### config.mk
export PLATFORM = sky130hd
export DESIGN_NAME = up_dn_cmd_seq_flat
export DESIGN_NICKNAME = d
export VERILOG_FILES = /design/src/rtl/up_dn_cmd_seq_pkg.sv /design/src/rtl/up_dn_cmd_seq_if.sv /design/src/rtl/up_dn_cmd_seq_cmd_fifo.sv /design/src/rtl/up_dn_cmd_seq.sv /design/src/flat_wrapper.sv
export SDC_FILE = /design/constraint.sdc
export NUM_CORES = 1
export LEC_CHECK = 0
export ABC_AREA = 0
export BUFFER_PORTS_ARGS = -buffer_cell sky130_fd_sc_hd__buf_2
export CAP_MARGIN = 10
export CORE_UTILIZATION = 52
export DETAILED_ROUTE_END_ITERATION = 16
export PLACE_DENSITY = 0.73
export SYNTH_ARGS = -nofsm -noshare
export SYNTH_HDL_FRONTEND = slang
export SYNTH_SLANG_ARGS = --single-unit
### constraint.sdc
create_clock -name CLK -period 1.8 [get_ports CLK]
set_input_delay 0.09 -clock CLK [delete_from_list [all_inputs] [get_ports CLK]]
set_output_delay 0.09 -clock CLK [all_outputs]
set_load 0.05 [all_outputs]
### src/rtl/up_dn_cmd_seq_pkg.sv
// Shared types for the up/down counter command sequencer: opcodes, FSM states
// and the 7-bit queued command entry {op, arg}.
package up_dn_cmd_pkg;

  localparam int ARG_W = 5;
  localparam int CMD_W = 2 + ARG_W;

  typedef enum logic [1:0] {
    OP_LOAD = 2'b00,
    OP_UP   = 2'b01,
    OP_DOWN = 2'b10,
    OP_HOLD = 2'b11
  } op_e;

  typedef enum logic [1:0] {
    S_IDLE      = 2'd0,
    S_EXEC_LOAD = 2'd1,
    S_EXEC_STEP = 2'd2,
    S_EXEC_HOLD = 2'd3
  } state_e;

  typedef struct packed {
    op_e              op;
    logic [ARG_W-1:0] arg;
  } cmd_t;

  function automatic state_e op_to_state(op_e op);
    case (op)
      OP_LOAD:         return S_EXEC_LOAD;
      OP_UP, OP_DOWN:  return S_EXEC_STEP;
      default:         return S_EXEC_HOLD;
    endcase
  endfunction

endpackage

### src/rtl/up_dn_cmd_seq_if.sv
// Command handshake, counter feedback and counter control bundle.
// master = command source / counter side, slave = the sequencer.
interface up_dn_cmd_seq_if;
  logic       Cmd_Valid;
  logic       Cmd_Ready;
  logic [1:0] Cmd_Op;
  logic [4:0] Cmd_Arg;
  logic       High;
  logic       Low;
  logic [4:0] IN;
  logic       Load;
  logic       Up;
  logic       Down;
  logic       Busy;

  modport master (
    output Cmd_Valid, Cmd_Op, Cmd_Arg, High, Low,
    input  Cmd_Ready, IN, Load, Up, Down, Busy
  );

  modport slave (
    input  Cmd_Valid, Cmd_Op, Cmd_Arg, High, Low,
    output Cmd_Ready, IN, Load, Up, Down, Busy
  );
endinterface

### src/rtl/up_dn_cmd_seq_cmd_fifo.sv
// Synchronous DEPTH x WIDTH FIFO with full/empty flags; pushes while full and
// pops while empty are ignored, a simultaneous push and pop both take effect.
module cmd_fifo #(
  parameter int DEPTH = 4,
  parameter int WIDTH = 7
) (
  input  logic             clk_i,
  input  logic             rst_ni,
  input  logic             push_i,
  input  logic             pop_i,
  input  logic [WIDTH-1:0] wdata_i,
  output logic [WIDTH-1:0] rdata_o,
  output logic             full_o,
  output logic             empty_o
);
  localparam int AW = $clog2(DEPTH);

  logic [WIDTH-1:0] mem_q [DEPTH];
  logic [AW:0]      wptr_q, rptr_q;
  logic             wr_en, rd_en;

  assign wr_en   = push_i & ~full_o;
  assign rd_en   = pop_i & ~empty_o;
  // Extra pointer bit distinguishes full from empty when the indices match.
  assign empty_o = (wptr_q == rptr_q);
  assign full_o  = (wptr_q[AW] != rptr_q[AW]) && (wptr_q[AW-1:0] == rptr_q[AW-1:0]);
  assign rdata_o = mem_q[rptr_q[AW-1:0]];

  always_ff @(posedge clk_i or negedge rst_ni) begin
    if (!rst_ni) begin
      wptr_q <= '0;
      rptr_q <= '0;
    end else begin
      if (wr_en) wptr_q <= wptr_q + 1'b1;
      if (rd_en) rptr_q <= rptr_q + 1'b1;
    end
  end

  always_ff @(posedge clk_i) begin
    if (wr_en) mem_q[wptr_q[AW-1:0]] <= wdata_i;
  end

endmodule

### src/rtl/up_dn_cmd_seq.sv
// Queues LOAD/UP/DOWN/HOLD commands and sequences them onto an external up/down
// counter; steps are gated and aborted by the counter's High/Low saturation flags.
module up_dn_cmd_seq
  import up_dn_cmd_pkg::*;
#(
  parameter int FIFO_DEPTH = 4
) (
  input  logic           CLK,
  input  logic           RST,
  up_dn_cmd_seq_if.slave bus
);
  state_e           state_q, state_d;
  logic [ARG_W-1:0] cnt_q, cnt_d;
  logic [ARG_W-1:0] in_q, in_d;
  logic             dir_up_q, dir_up_d;
  logic             rdy_en_q;

  logic             fifo_full, fifo_empty, push, pop;
  logic [CMD_W-1:0] fifo_rdata;
  cmd_t             head;
  logic             sat, load, up, dn;

  // Ready stays low through reset and comes up one edge after release.
  assign bus.Cmd_Ready = rdy_en_q & ~fifo_full;
  assign push          = bus.Cmd_Valid & bus.Cmd_Ready;
  assign head          = cmd_t'(fifo_rdata);

  cmd_fifo #(
    .DEPTH (FIFO_DEPTH),
    .WIDTH (CMD_W)
  ) u_fifo (
    .clk_i   (CLK),
    .rst_ni  (RST),
    .push_i  (push),
    .pop_i   (pop),
    .wdata_i ({bus.Cmd_Op, bus.Cmd_Arg}),
    .rdata_o (fifo_rdata),
    .full_o  (fifo_full),
    .empty_o (fifo_empty)
  );

  always_ff @(posedge CLK or negedge RST) begin
    if (!RST) begin
      state_q  <= S_IDLE;
      cnt_q    <= '0;
      in_q     <= '0;
      dir_up_q <= 1'b0;
      rdy_en_q <= 1'b0;
    end else begin
      state_q  <= state_d;
      cnt_q    <= cnt_d;
      in_q     <= in_d;
      dir_up_q <= dir_up_d;
      rdy_en_q <= 1'b1;
    end
  end

  always_comb begin
    state_d  = state_q;
    cnt_d    = cnt_q;
    in_d     = in_q;
    dir_up_d = dir_up_q;
    pop      = 1'b0;
    load     = 1'b0;
    up       = 1'b0;
    dn       = 1'b0;
    sat      = dir_up_q ? bus.High : bus.Low;
    case (state_q)
      S_IDLE: begin
        if (!fifo_empty) begin
          pop      = 1'b1;
          cnt_d    = head.arg;
          dir_up_d = (head.op == OP_UP);
          if (head.op == OP_LOAD) in_d = head.arg;
          state_d  = op_to_state(head.op);
        end
      end
      S_EXEC_LOAD: begin
        load    = 1'b1;
        state_d = S_IDLE;
      end
      S_EXEC_STEP: begin
        // A zero count retires silently; saturation gates the pulse and aborts.
        if (cnt_q != '0 && !sat) begin
          up = dir_up_q;
          dn = ~dir_up_q;
        end
        if (cnt_q <= 5'd1 || sat) state_d = S_IDLE;
        else                      cnt_d   = cnt_q - 5'd1;
      end
      S_EXEC_HOLD: begin
        if (cnt_q <= 5'd1) state_d = S_IDLE;
        else               cnt_d   = cnt_q - 5'd1;
      end
      default: state_d = S_IDLE;
    endcase
  end

  assign bus.IN   = in_q;
  assign bus.Load = load;
  assign bus.Up   = up;
  assign bus.Down = dn;
  assign bus.Busy = (state_q != S_IDLE) | ~fifo_empty;

endmodule

### src/flat_wrapper.sv
// flat-port wrapper written by rule: the top's interface ports become plain ports
module up_dn_cmd_seq_flat import up_dn_cmd_pkg::*;
#(
  parameter int FIFO_DEPTH = 4
)
  (CLK, RST, bus_Cmd_Valid, bus_Cmd_Op, bus_Cmd_Arg, bus_High, bus_Low, bus_Cmd_Ready, bus_IN, bus_Load, bus_Up, bus_Down, bus_Busy);
  up_dn_cmd_seq_if bus_i ();
  input  logic CLK;
  input  logic RST;
  input wire logic [$bits(bus_i.Cmd_Valid)-1:0] bus_Cmd_Valid;
  input wire logic [$bits(bus_i.Cmd_Op)-1:0] bus_Cmd_Op;
  input wire logic [$bits(bus_i.Cmd_Arg)-1:0] bus_Cmd_Arg;
  input wire logic [$bits(bus_i.High)-1:0] bus_High;
  input wire logic [$bits(bus_i.Low)-1:0] bus_Low;
  output wire logic [$bits(bus_i.Cmd_Ready)-1:0] bus_Cmd_Ready;
  output wire logic [$bits(bus_i.IN)-1:0] bus_IN;
  output wire logic [$bits(bus_i.Load)-1:0] bus_Load;
  output wire logic [$bits(bus_i.Up)-1:0] bus_Up;
  output wire logic [$bits(bus_i.Down)-1:0] bus_Down;
  output wire logic [$bits(bus_i.Busy)-1:0] bus_Busy;
  assign bus_i.Cmd_Valid = bus_Cmd_Valid;
  assign bus_i.Cmd_Op = bus_Cmd_Op;
  assign bus_i.Cmd_Arg = bus_Cmd_Arg;
  assign bus_i.High = bus_High;
  assign bus_i.Low = bus_Low;
  assign bus_Cmd_Ready = bus_i.Cmd_Ready;
  assign bus_IN = bus_i.IN;
  assign bus_Load = bus_i.Load;
  assign bus_Up = bus_i.Up;
  assign bus_Down = bus_i.Down;
  assign bus_Busy = bus_i.Busy;
  up_dn_cmd_seq #(.FIFO_DEPTH(FIFO_DEPTH)) u_core (.CLK(CLK), .RST(RST), .bus(bus_i));
endmodule
==> impl_metrics.csv, run 1 <==
group,metric,value,unit
timing,fin_worst_skew,10.5,ps
worst_setup_path,cp_slowest_cell,"mux4_1",
placement,pre_cts_slack,-31.6,ps
worst_setup_path,crit_cells,5,
cts,h-tree-depth,2,
placement,dp_hpwl,2950,um
synth,synth_cells,146,
timing,rsz0062_at_grt,"false",
detailed_routing,drc,0,
power,p_leak,1.11,nW
layout,areaGrowthSynthToFinish,25.6,%
outcome,status,"completed",
cts,cts_tree,"yes",
synth,ys_ff_latch,48,
timing,setup_violations,0,
timing,period_needed,1750,ps
detailed_routing,ant_nets,0,
timing,fin_crit_sh,97.2,%
cts,cts_max_path_buffers,2,
layout,finish.net_count,212,
synth,yosysSeqAreaShare,61.7,%
timing,setup_ws,50.9,ps
layout,drive_above_1_share,39.1,%
synth,synth_area_per_cell,14.9,um^2
floorplanning,die-area,4440,um^2
detailed_routing,wl,4030,um
layout,stdcell_area,2730,um^2
cts,numClockSinks,48,
grt,grt_pass1_vias,1351,
worst_setup_path,cp_num_buf_inv,1,
run,drv_cap,0,
timing,finalHoldViolCount,0,
grt,gr-total-overflow,0,
floorplanning,start_util,54.4,%
floorplanning,ioPinCount,22,
synth,synth_nets,167,
power,power_density,1860,nW/um^2
worst_setup_path,worstPathCellList,"mux4_1, inv_1, ha_4, nand2_4, mux2_2",
worst_hold_path,hold_depth,3,
detailed_routing,drtIter0Drc,73,
floorplanning,die_h,66.7,um
cts,cts_buffers,5,
worst_setup_path,start_kind,"flip-flop",
worst_setup_path,worstRegToRegCells,5,
synth,yosysWarnings,0,
worst_setup_path,cp-end-kind,"flip-flop",
grt,grt_first_pass_wirelength,6580,um
layout,layout_commonest_cell,"edfxtp_1",
timing,setup_tns,0,ps
worst_setup_path,cpLargestDelayFamily,"multiplexers",
timing,finalMaxSlewViolations,0,
cts,clock_latency,310,ps
placement,io_buffers,21,
layout,fillers,284,
layout,utilization,68.3,%
worst_setup_path,cp.required,2000,ps
floorplanning,rows,23,
cts,clk_root_buffer_cell,"clkbuf_8",
power,ir_worst_vdd,763,uV
worst_setup_path,slowest_delay,570,ps
detailed_routing,avgRoutedWirePerCell,16.7,um
worst_setup_path,critPathKind,"flip-flop to flip-flop",
grt,grt_max_degree,21,
worst_setup_path,critPathMaxFanout,5,
synth,ys_types,36,
worst_setup_path,worstPathArrival,1950,ps
grt,grt_usage,21.2,%
layout,layout_common_cells,"edfxtp_1 (28), buf_2 (19), dfrtp_1 (18), buf_4 (15), nand2_1 (9)",
floorplanning,die_w,66.7,um
timing,timing.fmax,572,MHz
worst_hold_path,hold_class,"input pin to flip-flop",
synth,syn_area,2170,um^2
placement,gp_congestion,0.788,
cts,clk_pin_slew,90,ps
detailed_routing,avgViaCountPerCell,5.54,
layout,num_antenna_cells,0,
detailed_routing,dr.pass1.iters,5,
worst_setup_path,ff2ff_setup_slack,50,ps
floorplanning,core,4000,um^2
detailed_routing,vias,1341,
placement,dpl-instance-area,2470,um^2
grt,antenna_found_initial,0,
==> layout make-up <==
type / count / area, um^2 / share of cell area, %
repair buffers: 43 / 299 / 10.9
multi-input cells: 85 / 881 / 32.2
clock inverters: 3 / 46.3 / 1.69
well taps: 50 / 62.6 / 2.29
inverters: 8 / 30.0 / 1.10
clock buffers: 5 / 68.8 / 2.52
flip-flops and latches: 48 / 1340 / 49.2
==> Yosys cell counts <==
library cell / n / share of area (%)
ha_1: 9 / 5.2
o221a_2: 1 / 0.52
mux4_1: 4 / 4.8
clkbuf_1: 2 / 0.35
conb_1: 1 / 0.17
a311o_1: 1 / 0.46
xor2_1: 2 / 0.81
o21ba_2: 1 / 0.46
xnor2_1: 6 / 2.4
nor2_1: 6 / 1.0
nand4_1: 1 / 0.29
o211a_1: 1 / 0.46
a311oi_4: 1 / 1.2
buf_4: 2 / 0.69
and3_1: 6 / 1.7
nor4_1: 1 / 0.29
o21ai_0: 4 / 0.92
mux4_2: 3 / 3.1
edfxtp_1: 28 / 39
nor4b_1: 1 / 0.40
or3_1: 1 / 0.29
mux2i_1: 1 / 0.46
dfrtp_1: 20 / 23
nand2_1: 10 / 1.7
nor2b_1: 1 / 0.29
buf_2: 1 / 0.23
nor3b_1: 1 / 0.35
nand2_4: 1 / 0.52
o21bai_1: 1 / 0.35
o32ai_1: 3 / 1.2
mux2_2: 7 / 3.6
o211ai_1: 1 / 0.35
o21a_1: 1 / 0.35
inv_1: 8 / 1.4
nor3_1: 7 / 1.6
a31oi_1: 1 / 0.29
==> metal layers <==
metal	GRT usage [%]	up-vias	share of wire (%)
li1	-	636	-
met1	24.7	662	41
met2	37.4	36	53
met3	4.62	7	3.9
met4	8.78	0	1.7
met5	0	-	0
==> through the flow <==
step | power [W] | std cells | hold slack, ps
floorplan | 0.00352 | 146 | -206
global placement | 0.00405 | 223 | 58.5
finish | 0.00509 | 242 | 148
global route | 0.00542 | 242 | 162
CTS | 0.00504 | 242 | 144
detailed placement | 0.00417 | 223 | 65.4
==> power by group <==
part | leakage, nW | total, W | internal, W | switching, W
registers | 0.491 | 0.00175 | 0.00148 | 0.000268
clock network | 0.0548 | 0.000788 | 0.000418 | 0.000369
logic | 0.563 | 0.00255 | 0.00113 | 0.00142
total | 1.11 | 0.00509 | 0.00303 | 0.00206
==> worst reg2reg max path: stages (launching register included) <==
cell and delay (ps):
dfrtp_2 440, mux4_1 570, inv_1 130, ha_4 160
nand2_4 70, mux2_2 290
==> sequential cells by signal, summed over array words and instances, names as in the netlist <==
| name | count |
|---|---|
| u_core.bus.IN | 5 |
| u_core.cnt_q | 5 |
| u_core.dir_up_q | 1 |
| u_core.rdy_en_q | 1 |
| u_core.state_q | 2 |
| u_core.u_fifo.mem_q | 28 |
| u_core.u_fifo.rptr_q | 3 |
| u_core.u_fifo.wptr_q | 3 |
==> final timing paths <==
path / from / endpoint
max: u_core.u_fifo.rptr_q[0] / u_core.bus.IN[4]
min reg2reg: u_core.bus.IN[2] / u_core.bus.IN[2]
min: bus_Cmd_Valid / u_core.u_fifo.wptr_q[0]
max in group asynchronous: RST / u_core.state_q[1]
min in group asynchronous: RST / u_core.dir_up_q
max reg2reg: u_core.u_fifo.rptr_q[0] / u_core.bus.IN[4]
==> cells by family (layout without fill, tap and decap cells) <==
family / after synthesis / after routing / synth area share (%)
buffers and inverters: 13 / 59 / 2.65
muxes: 15 / 15 / 12.0
AOI/OAI and AO/OA: 16 / 16 / 6.56
DFF: 48 / 48 / 61.7
and+or+nand+nor: 36 / 36 / 8.52
xor gates and xnor gates: 8 / 8 / 3.22
other: 1 / 1 / 0.172
adders and majority gates: 9 / 9 / 5.18
==> timing repair <==
action | 4_1_cts | 5_1_grt
gates cloned | 0 | 0
setup buffers | 3 | 0
hold endpoints to repair | 45 | 0
gates resized for setup | 7 | 9
endpoints found under the setup margin | 7 | 8
pin swaps | 0 | 2
hold buffers | 8 | 0
(Power assumes the default switching activity.)
==> run 2, diff against run 1 <==
CORE_MARGIN = 1.5   (was default)
CORE_UTILIZATION = 54   (was 52)
SYNTH_HIERARCHICAL = 1   (was default)
clock period = 1.7 ns   (was 1.8 ns; I/O delays follow)
==> run 2 against run 1 <==
Against the previous run:
- clock skew hardly changed
- the run now ends with negative setup slack left
- critical endpoint is now bus_Up
- sequential cell count stayed put
- setup slack worse by 200 ps
- synthesized cell count is 9.6% higher
==> impl_metrics.csv, run 2 <==
group,metric,value,unit
synth,synth_ff_type,"edfxtp_1",
synth,yosysTopAreaCellShare,35.1,%
detailed_routing,wl,5010,um
synth,ys_types,44,
grt,grt_max_degree,21,
detailed_routing,wl_met1,2130,um
layout,layout_commonest_cell,"edfxtp_1",
power,netSwitchingPower,0.00286,W
layout,drive_above_1_share,54.9,%
placement,gp_congestion,0.843,
timing,finalHoldViolCount,0,
layout,utilization,75.3,%
layout,fillers,263,
timing,timing.fmax,540,MHz
detailed_routing,dr.pass1.iters,4,
cts,clock_latency,300,ps
synth,synth_mux_area_share,13.6,%
placement,pre_cts_slack,-194,ps
synth,async_reset_ff_share,41.7,%
layout,areaGrowthSynthToFinish,36.0,%
synth,synth_area_leaders,"edfxtp_1 (35%), dfrtp_1 (21%), mux4_2 (6.6%)",
floorplanning,start_util,55.4,%
power,p_comb_share,59.2,%
floorplanning,die-area,4840,um^2
synth,synthSimpleGateAreaFrac,7.00,%
synth,synth_most_common_cell,"edfxtp_1",
power,seqPwrFrac,27.0,%
worst_setup_path,start_kind,"flip-flop",
worst_setup_path,critPathKind,"flip-flop to output pin",
detailed_routing,vias,1571,
synth,yosysSeqAreaShare,56.0,%
grt,grt_usage,21.9,%
layout,finish.net_count,247,
timing,period_needed,1850,ps
worst_setup_path,critPathMaxFanout,3,
detailed_routing,drtIter0Drc,73,
synth,synth_cells,160,
detailed_routing,dr_wl_met3,137,um
timing,fin_worst_skew,10.5,ps
floorplanning,rows,24,
timing,hold-worst-slack,16.9,ps
synth,synth_nets,182,
synth,synthXorXnorAreaFrac,4.96,%
synth,syn_area,2390,um^2
run,drv_cap,0,
grt,gr-total-overflow,0,
floorplanning,core,4320,um^2
worst_setup_path,cp.required,1620,ps
layout,seqCellArea,1350,um^2
timing,setup_ws,-153,ps
layout,multiInputGateArea,1170,um^2
layout,num_antenna_cells,0,
cts,numClockSinks,48,
timing,setup_tns,-2700,ps
layout,largest_reg_flops,28,
floorplanning,die_h,69.6,um
cts,cts_max_path_buffers,2,
power,power_frac_clock,13.7,%
detailed_routing,wl_met2,2640,um
synth,yosysWarnings,6,
outcome,status,"finished, violations left",
detailed_routing,avgRoutedWirePerCell,18.0,um
grt,grt_first_pass_wirelength,8150,um
worst_setup_path,cp-end-kind,"output pin",
power,p_leak,1.35,nW
floorplanning,die_w,69.6,um
worst_hold_path,hold_class,"input pin to flip-flop",
timing,finalMaxSlewViolations,0,
floorplanning,ioPinCount,22,
timing,setup_violations,37,
timing,rsz0062_at_grt,"true",
detailed_routing,drc,0,
power,power_density,2180,nW/um^2
cts,cts_tree,"yes",
synth,ys_ff_latch,48,
synth,synth_area_per_cell,15.0,um^2
detailed_routing,routed.top_layer,"met4",
timing,fin_crit_sh,109,%
cts,cts_buffers,5,
detailed_routing,ant_nets,0,
layout,layout_common_cells,"edfxtp_1 (28), buf_4 (27), buf_2 (17), dfrtp_1 (17), buf_6 (10)",
grt,grt_pass1_vias,1599,
synth,synth.largest_area_cell,"edfxtp_1",
placement,dp_hpwl,3250,um
cts,h-tree-depth,2,
placement,io_buffers,21,
synth,synthAdderAreaFrac,5.22,%
cts,clk_pin_slew,90,ps
power,swShare,40.3,%
power,ir_worst_vdd,1190,uV
cts,clk_root_buffer_cell,"clkbuf_8",
synth,yosys-top-cells-count,"edfxtp_1 (28), dfrtp_1 (20), ha_1 (10), inv_1 (10)",
synth,synth_top_family_by_area,"multiplexers",
worst_setup_path,worstPathArrival,1770,ps
power,internal-power,0.00424,W
power,p_total,0.00711,W
synth,synth_edf_count,28,
outcome,violations,"negative setup slack",
detailed_routing,avgViaCountPerCell,5.65,
synth,synth-compound-area-share,9.25,%
grt,antenna_found_initial,0,
==> run 2: cell types whose count changed in the layout (fill, tap and decap cells not counted), moves of 5 or more <==
| cell | delta |
|---|---|
| nand2_1 | -5 |
| buf_6 | +9 |
| mux2i_1 | +7 |
| mux2_4 | +6 |
| a21oi_1 | +5 |
| buf_4 | +12 |
| mux2_2 | -6 |
==> run 2: final cells by class <==
| class | instances | share of cell area [%] |
|---|---|---|
| flip-flops and latches | 48 | 41.3 |
| multi-input cells | 97 | 35.8 |
| repair buffers | 63 | 15.5 |
| clock buffers | 5 | 2.11 |
| clock inverters | 3 | 2.11 |
| well taps | 52 | 2.00 |
| inverters | 10 | 1.15 |
==> run 2: worst paths after layout <==
check                                        start                        end  slack (ps)  cells past startpoint
max                                u_core/cnt_q[1]                     bus_Up        -150                      6
min                                 bus_Cmd_Arg[4]  u_core/u_fifo/mem_q[1][4]          20                      1
max reg2reg                u_core/u_fifo/rptr_q[0]  u_core/u_fifo/mem_q[3][4]        -150                      9
min reg2reg                       u_core/bus.IN[0]           u_core/bus.IN[0]         530                      1
max in group asynchronous                      RST    u_core/u_fifo/wptr_q[0]        1070                      2
min in group asynchronous                      RST            u_core/cnt_q[0]         270                      2
==> run 2: routing by layer <==
layer  global-route usage (%)  vias to the layer above
met3                     4.07                        9
met5                        0                        -
met1                     29.0                      802
met2                     36.9                       37
li1                         -                      723
met4                     7.19                        0
==> run 2: critical path: stages, from the launching register on <==
cell,delay (ps)
dfrtp_1,380
inv_2,60
ha_4,160
nor3b_4,150
a211o_1,340
nor3b_4,200
buf_6,180
==> run 2: per-stage QoR <==
step | area, um^2 | cells
5_1_grt | 3260 | 278
3_5_place_dp | 2760 | 252
3_3_place_gp | 2760 | 252
4_1_cts | 3150 | 275
6_report | 3260 | 278
2_1_floorplan | 2460 | 160
==> run 2: kinds of logic after synthesis <==
family          Yosys count
simple gates             28
compound gates           26
other cells               1
buf+inv                  15
mux                      21
xor+xnor                 11
flops                    48
fa+ha+maj                10
==> run 2: repair_timing <==
item,CTS,global route
hold buffers,6,1
resized for setup,31,17
pin swaps,11,8
setup buffers,9,3
setup endpoints to repair,45,48
endpoints found under the hold margin,40,1
==> run 2: power by group through the flow <==
stage / combinational, W / sequential, W / clock (W)
2_1_floorplan: 0.00224 / 0.00203 / 0
3_3_place_gp: 0.00329 / 0.00186 / 0
3_5_place_dp: 0.00336 / 0.00189 / 0
4_1_cts: 0.00380 / 0.00190 / 0.000998
5_1_grt: 0.00447 / 0.00196 / 0.00105
6_report: 0.00421 / 0.00192 / 0.000975
==> run 3, diff against run 2 <==
--- a/config.mk
+++ b/config.mk
@@ -16,3 +16,2 @@
 export SYNTH_HDL_FRONTEND = slang
-export SYNTH_HIERARCHICAL = 1
 export SYNTH_SLANG_ARGS = --single-unit
==> constraint.sdc (replaced) <==
create_clock -name CLK -period 1.7 [get_ports CLK]
set_input_delay 0 -clock CLK [delete_from_list [all_inputs] [get_ports CLK]]
set_output_delay 0 -clock CLK [all_outputs]
set_load 0.05 [all_outputs]
==> run 3 against run 2 <==
Against the previous run:
- the flow still finishes with violations (negative setup slack)
- combinational power is 33% lower
- clock power hardly changed
- sequential share of layout area is 7.0 points higher
- worst hold slack better by 37 ps
- non-clock buffer count is 16 lower
- clock skew is 2.8 ps lower
- global-route usage is 1.2 points lower
- routed wire length is 22% lower
- first-iteration DRC count is 51% higher
- total power is 20% lower
- highest routed layer unchanged
- sequential power is 4% lower
==> impl_metrics.csv, run 3 (same netlist as run 1, synthesis figures left out) <==
group,metric,value,unit
placement,io_buffers,21,
timing,fin_crit_sh,101,%
cts,cts_max_path_buffers,2,
detailed_routing,avgRoutedWirePerCell,16.0,um
floorplanning,core,3770,um^2
grt,grt_first_pass_wirelength,6550,um
worst_setup_path,cp.required,1900,ps
worst_setup_path,endpoint,"u_core.bus.IN[4]",
power,ir_worst_vdd,1300,uV
timing,finalHoldViolCount,0,
layout,num_antenna_cells,0,
cts,clock_latency,310,ps
layout,layout_commonest_cell,"edfxtp_1",
power,p_leak,1.14,nW
timing,rsz0062_at_grt,"true",
outcome,status,"finished, violations left",
worst_setup_path,slowest_delay,530,ps
layout,fillers,247,
worst_setup_path,worstPathArrival,1910,ps
worst_setup_path,ff2ff_setup_slack,-20,ps
run,drv_cap,0,
floorplanning,start_util,57.7,%
layout,fin_cells,244,
cts,clk_pin_slew,90,ps
outcome,violations,"negative setup slack",
worst_setup_path,worstPathCellList,"mux4_2, inv_2, ha_4, nand2_4, mux2_2",
detailed_routing,wl,3900,um
grt,antenna_found_initial,0,
floorplanning,die-area,4420,um^2
timing,finalMaxSlewViolations,0,
detailed_routing,dr.pass1.iters,4,
placement,dpl-instance-area,2520,um^2
worst_setup_path,worstRegToRegCells,5,
layout,finish.net_count,216,
worst_setup_path,crit_start,"u_core.u_fifo.rptr_q[0]",
placement,dp_hpwl,2760,um
power,power_density,2030,nW/um^2
timing,setup_ws,-18.0,ps
timing,setup_violations,14,
floorplanning,ioPinCount,22,
cts,h-tree-depth,2,
worst_setup_path,cp_slowest_cell,"mux4_2",
placement,placed_cells,226,
placement,gp_congestion,0.751,
grt,grt_pass1_vias,1390,
detailed_routing,vias,1322,
detailed_routing,drc,0,
layout,areaGrowthSynthToFinish,28.3,%
cts,cts_tree,"yes",
layout,drive_above_1_share,42.9,%
layout,stdcell_area,2790,um^2
worst_setup_path,rr_startpoint,"u_core.u_fifo.rptr_q[0]",
worst_hold_path,hold_class,"input pin to flip-flop",
timing,timing.fmax,582,MHz
timing,period_needed,1720,ps
floorplanning,die_h,66.5,um
worst_setup_path,critPathKind,"flip-flop to flip-flop",
detailed_routing,drtIter0Drc,110,
floorplanning,rows,22,
worst_setup_path,critPathMaxFanout,5,
layout,layout_common_cells,"edfxtp_1 (28), buf_4 (19), buf_2 (18), dfrtp_1 (16), nand2_1 (9)",
detailed_routing,avgViaCountPerCell,5.42,
cts,cts_buffers,5,
grt,gr-total-overflow,0,
timing,fin_worst_skew,7.77,ps
cts,clk_root_buffer_cell,"clkbuf_8",
worst_setup_path,cp-end-kind,"flip-flop",
worst_setup_path,start_kind,"flip-flop",
grt,grt_usage,20.7,%
cts,numClockSinks,48,
layout,largest_reg_flops,28,
grt,grt_max_degree,21,
detailed_routing,ant_nets,0,
worst_setup_path,reg2reg_to,"u_core.bus.IN[4]",
floorplanning,die_w,66.5,um
## run 3: layout make-up
type	instances	area [um^2]	share of cell area, %
multi-input cells	85	885	31.7
inverters	8	30.0	1.08
clock inverters	3	68.8	2.47
repair buffers	47	332	11.9
well taps	48	60.1	2.15
flip-flops and latches	48	1350	48.3
clock buffers	5	68.8	2.47
## run 3: worst min path at each step
stage             startpoint  slack, ps  cells after the start                       to
3_3_place_gp             RST        -30                      1  u_core.u_fifo.wptr_q[0]
5_1_grt        bus_Cmd_Valid         50                      3  u_core.u_fifo.wptr_q[0]
6_report       bus_Cmd_Valid         50                      3  u_core.u_fifo.wptr_q[0]
3_5_place_dp             RST        -30                      1  u_core.u_fifo.wptr_q[0]
4_1_cts        bus_Cmd_Valid         40                      3  u_core.u_fifo.wptr_q[0]
2_1_floorplan            RST       -300                      0         u_core.bus.IN[0]
## run 3: power by group
group / internal [W] / switching [W] / leakage (nW)
clock: 0.000592 / 0.000383 / 0.0687
sequential: 0.00158 / 0.000274 / 0.489
combinational: 0.00130 / 0.00152 / 0.580
total: 0.00347 / 0.00218 / 1.14
## run 3: metal layers
layer / wire [um] / vias up / GRT usage (%)
met3: 127 / 6 / 4.39
met4: 65 / 0 / 6.63
li1: - / 648 / -
met1: 1630 / 635 / 24.9
met5: 0 / - / 0
met2: 2070 / 33 / 37.0
## run 3: per-stage QoR
step / total power (W) / util, % / setup slack, ps / hold slack, ps / TNS [ps]
after floorplan: 0.00380 / - / -83.5 / -296 / -1620
after global placement: 0.00446 / 66.9 / -40.9 / -30.9 / -148
after detailed placement: 0.00457 / 66.9 / -112 / -25.7 / -1290
after CTS: 0.00561 / 73.2 / -38.3 / 39.6 / -313
after global routing: 0.00601 / 74.0 / -82.4 / 53.6 / -1740
final: 0.00565 / 74.0 / -18.0 / 53.9 / -102
## run 3: repair_timing
item,CTS,global route
endpoints found under the setup margin,40,44
setup buffers,1,1
gates resized for setup,5,11
hold endpoints to repair,48,0
hold buffers,8,0
pin swaps,1,1
## run 3: critical path: cells and delay by family (launching register included)
family / cells / cell delay, ps
AND/OR/NAND/NOR: 1 / 70
adder cells (fa/ha/maj): 1 / 150
buffers and inverters: 1 / 100
multiplexers: 2 / 820
flip-flops: 1 / 460
